===== config.mk =====
export PLATFORM = sky130hd
export DESIGN_NAME = dmem_arbiter
export DESIGN_NICKNAME = d
export VERILOG_FILES = /design/src/rtl/dmem_arbiter.sv
export SDC_FILE = /design/constraint.sdc
export NUM_CORES = 1
export LEC_CHECK = 0
export CORE_MARGIN = 5
export CORE_UTILIZATION = 30
export CTS_CLUSTER_SIZE = 25
export DETAILED_ROUTE_END_ITERATION = 10
export PLACE_DENSITY = 0.85
export SLEW_MARGIN = 20
export SYNTH_ARGS = -nofsm -noshare
export SYNTH_HDL_FRONTEND = slang
export SYNTH_SLANG_ARGS = --single-unit

===== constraint.sdc =====
create_clock -name clk -period 2.5 [get_ports clk]
set_input_delay 0.75 -clock clk [delete_from_list [all_inputs] [get_ports clk]]
set_output_delay 0.75 -clock clk [all_outputs]
set_load 0.005 [all_outputs]

===== src/rtl/dmem_arbiter.sv =====
// dmem_arbiter: fixed-priority D/F arbiter for a single-ported data memory with starvation guard and D lock
module dmem_arbiter #(
  parameter int ADDR_W     = 6,
  parameter int DATA_W     = 32,
  parameter int MAX_STREAK = 4
) (
  input  logic              clk,
  input  logic              rst_n,
  input  logic              i_d_req,
  input  logic              i_d_we,
  input  logic [ADDR_W-1:0] i_d_addr,
  input  logic [DATA_W-1:0] i_d_wdata,
  input  logic              i_d_lock,
  input  logic              i_f_req,
  input  logic              i_f_we,
  input  logic [ADDR_W-1:0] i_f_addr,
  input  logic [DATA_W-1:0] i_f_wdata,
  output logic              o_d_gnt,
  output logic              o_f_gnt,
  output logic              o_d_rvalid,
  output logic              o_f_rvalid,
  output logic [DATA_W-1:0] o_rdata,
  output logic              o_mem_read,
  output logic              o_mem_write,
  output logic [ADDR_W-1:0] o_mem_addr,
  output logic [DATA_W-1:0] o_mem_wdata,
  input  logic [DATA_W-1:0] i_mem_rdata
);
  localparam logic [3:0] MAX = 4'(MAX_STREAK);
  logic [3:0]        r_streak;
  logic              r_lock;
  logic              r_d_rvalid;
  logic              r_f_rvalid;
  logic [DATA_W-1:0] r_rdata;
  logic              w_starved;
  logic              w_d_gnt;
  logic              w_f_gnt;
  logic              w_we;
  always_comb begin
    w_starved   = i_f_req && r_streak == MAX;
    w_d_gnt     = rst_n && i_d_req && (r_lock || !w_starved);
    w_f_gnt     = rst_n && !r_lock && i_f_req && (w_starved || !i_d_req);
    w_we        = w_d_gnt ? i_d_we : i_f_we;
    o_mem_addr  = w_d_gnt ? i_d_addr : w_f_gnt ? i_f_addr : '0;
    o_mem_wdata = w_d_gnt ? i_d_wdata : w_f_gnt ? i_f_wdata : '0;
    o_mem_write = (w_d_gnt || w_f_gnt) && w_we;
    o_mem_read  = (w_d_gnt || w_f_gnt) && !w_we;
  end
  always_ff @(posedge clk or negedge rst_n) begin
    if (!rst_n) begin
      r_streak   <= '0;
      r_lock     <= 1'b0;
      r_d_rvalid <= 1'b0;
      r_f_rvalid <= 1'b0;
      r_rdata    <= '0;
    end else begin
      r_lock     <= w_d_gnt && i_d_lock;
      r_streak   <= (w_f_gnt || !i_f_req) ? 4'd0 : (w_d_gnt && r_streak < MAX) ? r_streak + 4'd1 : r_streak;
      r_d_rvalid <= w_d_gnt && !i_d_we;
      r_f_rvalid <= w_f_gnt && !i_f_we;
      if (o_mem_read) r_rdata <= i_mem_rdata;
    end
  end
  assign o_d_gnt    = w_d_gnt;
  assign o_f_gnt    = w_f_gnt;
  assign o_d_rvalid = r_d_rvalid;
  assign o_f_rvalid = r_f_rvalid;
  assign o_rdata    = r_rdata;
endmodule


==> key figures <==
Detailed routing
  • Drt first-iter violations: 87
  • Vias per cell: 4.76
  • TritonRoute pass-1 iters: 5
  • WL/cell: 20.0 µm
  • Post-detailed-routing wire length: 8880 µm
  • Vias after detailed routing: 2114
  • Antenna Nets Post-Route: 0
  • Remaining DRCs: 0

Cells and area
  • FF/Latch Area: 976 µm²
  • # fillers: 508
  • Layout cells sized above 1: 33.0%
  • Area grow syn2layout: 115%
  • Nets: 483
  • Layout Cells excl Fill: 444
  • Fin area: 4330 µm²
  • Antenna diodes: 0
  • Area occupied by multi-input gates: 988 µm²

Power and ir drop
  • Clock power frac: 27.5%
  • Int Power: 1.73 mW
  • Comb pwr share: 36.7%
  • Net Sw Frac: 22.9%
  • P_sw: 0.513 mW
  • Max VDD drop: 0.298 mV
  • Power share of the sequential group: 35.8%
  • LEAKAGE: 2.04 nW
  • Power density over the cells: 517 nW/µm²

Clocking
  • Clock Tree Buf Depth: 2
  • Root buffer cell: clkbuf_8
  • H-tree depth: 2
  • CTS tree: yes
  • CTS buffer count: 5
  • CTS sink count: 39
  • CTS clock-pin slew for the worst setup and hold paths: 0.07 ns
  • Clock latency on the worst-skew pair: 0.29 ns

Timing
  • Endpoints failing hold: 0
  • Post-route minimum period: 2.74 ns
  • Unrepaired setup endpoints after global routing: true
  • Final setup vio count: 40
  • Tcrit/Tclk final: 110%
  • Skew final: 0.00355 ns
  • Max Freq: 365 MHz
  • Slew margin rel.: 61.8%
  • Final Max Slew Viols: 0
  • Setup ws final: -0.238 ns
  • Worst slew pin tran: 0.574 ns

Synth
  • Register bit total from synthesis: 39
  • Yosys cell types: 22
  • Post-Syn Nets: 267
  • Seq/Total Area, Yosys: 48.4%
  • Syn Area/Cell: 13.4 µm²
  • Cell count after synthesis: 150
  • Synth warn: 0
  • Netlist Area Pre-Place: 2020 µm²

Run
  • Total of max-cap violations: 0

Worst setup path
  • Critical path endpoint category: primary output
  • Crit path arrival time: 1.99 ns
  • CP Max Fanout: 8
  • Register-to-Register Path Depth: 9
  • Crit Path Class: register to primary output
  • Worst Setup Start Kind: register
  • Required time worst endpoint: 1.75 ns

Global route
  • Largest net degree at the start of global routing: 35
  • First-pass GRT wire length: 13100 µm
  • Total grt overflow: 0
  • Initial antenna violation count: 0
  • Vias in the first global route: 2346
  • Tot GR Track Use: 19.9%

Placement
  • Gpl congestion: 0.905
  • DP Cell Count: 418
  • Area after detailed placement: 4070 µm²
  • Post-DP HPWL: 6520 µm
  • Number of port buffers: 190

Die
  • Core Region: 6460 µm²
  • Die height: 92.0 µm
  • Initial Util: 31.2%
  • Die W: 92.0 µm
  • Full die area: 8460 µm²
  • # rows: 29
  • I/O pins: 191

Run status
  • Status: finished with violations
  • Failing checks: negative setup slack

Worst hold path
  • Hold/Removal Path Class: input port to asynchronous set/reset pin
Yosys cell counts (all sizes together):
master	number	area share, %
mux2	32	23
o21ai	2	0.50
dfrtp	39	48
clkinv	1	0.19
a22o	39	17
and3b	1	0.43
mux2i	1	0.50
xnor2	1	0.43
nand2	2	0.37
inv	6	1.1
and2	1	0.31
buf	4	1.9
a31oi	1	0.31
nor3	2	0.50
a31o	1	0.43
o32a	1	0.50
nor2	6	1.1
clkbuf	8	1.5
ha	2	1.2
power by group through the flow:
stage / sequential, mW / combinational, mW / clock (mW)
floorplan: 0.818 / 0.247 / 0
global placement: 0.804 / 0.794 / 0
detailed placement: 0.813 / 0.804 / 0
CTS: 0.802 / 0.826 / 0.631
global route: 0.815 / 0.865 / 0.665
finish: 0.801 / 0.822 / 0.617
per-stage QoR:
stage | hold slack (ns) | util, % | total power, mW | TNS [ns] | setup WS, ns
finish | 0.439 | 67.0 | 2.24 | -8.13 | -0.238
global placement | 0.489 | 63.0 | 1.60 | -37.37 | -0.739
CTS | 0.438 | 66.7 | 2.26 | -10.85 | -0.328
detailed placement | 0.492 | 63.0 | 1.62 | -38.95 | -0.762
floorplan | 0.454 | - | 1.07 | 0 | 0.176
global route | 0.437 | 67.0 | 2.35 | -11.63 | -0.317
cells in the final DEF (no fill, tap or decap), types with 2 or more instances in the layout:
cell type,synthesis,layout
buf_4,0,15
a22o_1,39,39
nor3_1,2,2
bufinv_16,0,2
buf_16,0,3
mux2_4,29,29
clkdlybuf4s50_1,0,145
mux2_2,3,3
buf_12,0,5
inv_1,6,5
buf_6,3,9
dlygate4sd2_1,0,2
nand2_1,2,2
nor2_1,6,5
buf_2,1,40
clkbuf_8,0,5
dfrtp_1,39,39
final cells by class:
| type | count | area share, % |
|---|---|---|
| clock buffer | 6 | 1.68 |
| clock inverter | 2 | 1.39 |
| inverter | 7 | 0.722 |
| multi-input combinational | 92 | 22.8 |
| sequential | 39 | 22.5 |
| tap | 77 | 2.22 |
| timing repair buffer | 221 | 48.6 |
worst max-delay path, stage by stage, from the launching register on:
cell and delay (ns):
dfrtp_1 0.38, inv_1 0.06, ha_2 0.16, and3b_2 0.23, a31o_4 0.18, clkinv_4 0.07
buf_6 0.14, buf_16 0.13, a22o_1 0.22, buf_2 0.12
state kept, by name (all words and copies together) (netlist names):
register	flops
r_streak	4
o_f_rvalid	1
o_d_rvalid	1
o_rdata	32
r_lock	1
path summary, 6_finish.rpt:
| path | from | end | slack [ns] |
|---|---|---|---|
| max | r_streak[0] | o_mem_wdata[11] | -0.24 |
| min | rst_n | r_lock | 0.44 |
| max reg2reg | r_streak[0] | o_rdata[15] | 0.15 |
| min reg2reg | o_rdata[15] | o_rdata[15] | 0.51 |
| max in group asynchronous | rst_n | o_rdata[9] | 1.61 |
| min in group clk | o_rdata[15] | o_rdata[15] | 0.51 |
logic make-up (layout without fill, tap and decap cells):
family | Yosys count | in the layout | share of synthesized area (%)
XOR/XNOR | 1 | 1 | 0.435
buffers and inverters | 19 | 236 | 4.72
adder cells (fa/ha/maj) | 2 | 2 | 1.24
multiplexers | 33 | 33 | 23.8
flip-flops | 39 | 39 | 48.4
AO/OA/AOI/OAI | 44 | 44 | 18.7
AND/OR/NAND/NOR | 12 | 12 | 2.73
timing repair:
action / CTS / global route
cloned: 5 / 1
setup buffers: 12 / 4
hold buffers: 0 / 0
resized for setup: 190 / 5
setup endpoints to repair: 45 / 42
pin swaps: 45 / 6
per-layer routing:
metal / track usage [%] / wire, µm
met3: 5.16 / 463
met2: 35.5 / 4690
met1: 22.5 / 3490
met4: 8.17 / 240
met5: 0 / 0
No activity file was read; power rests on OpenSTA's default activity.
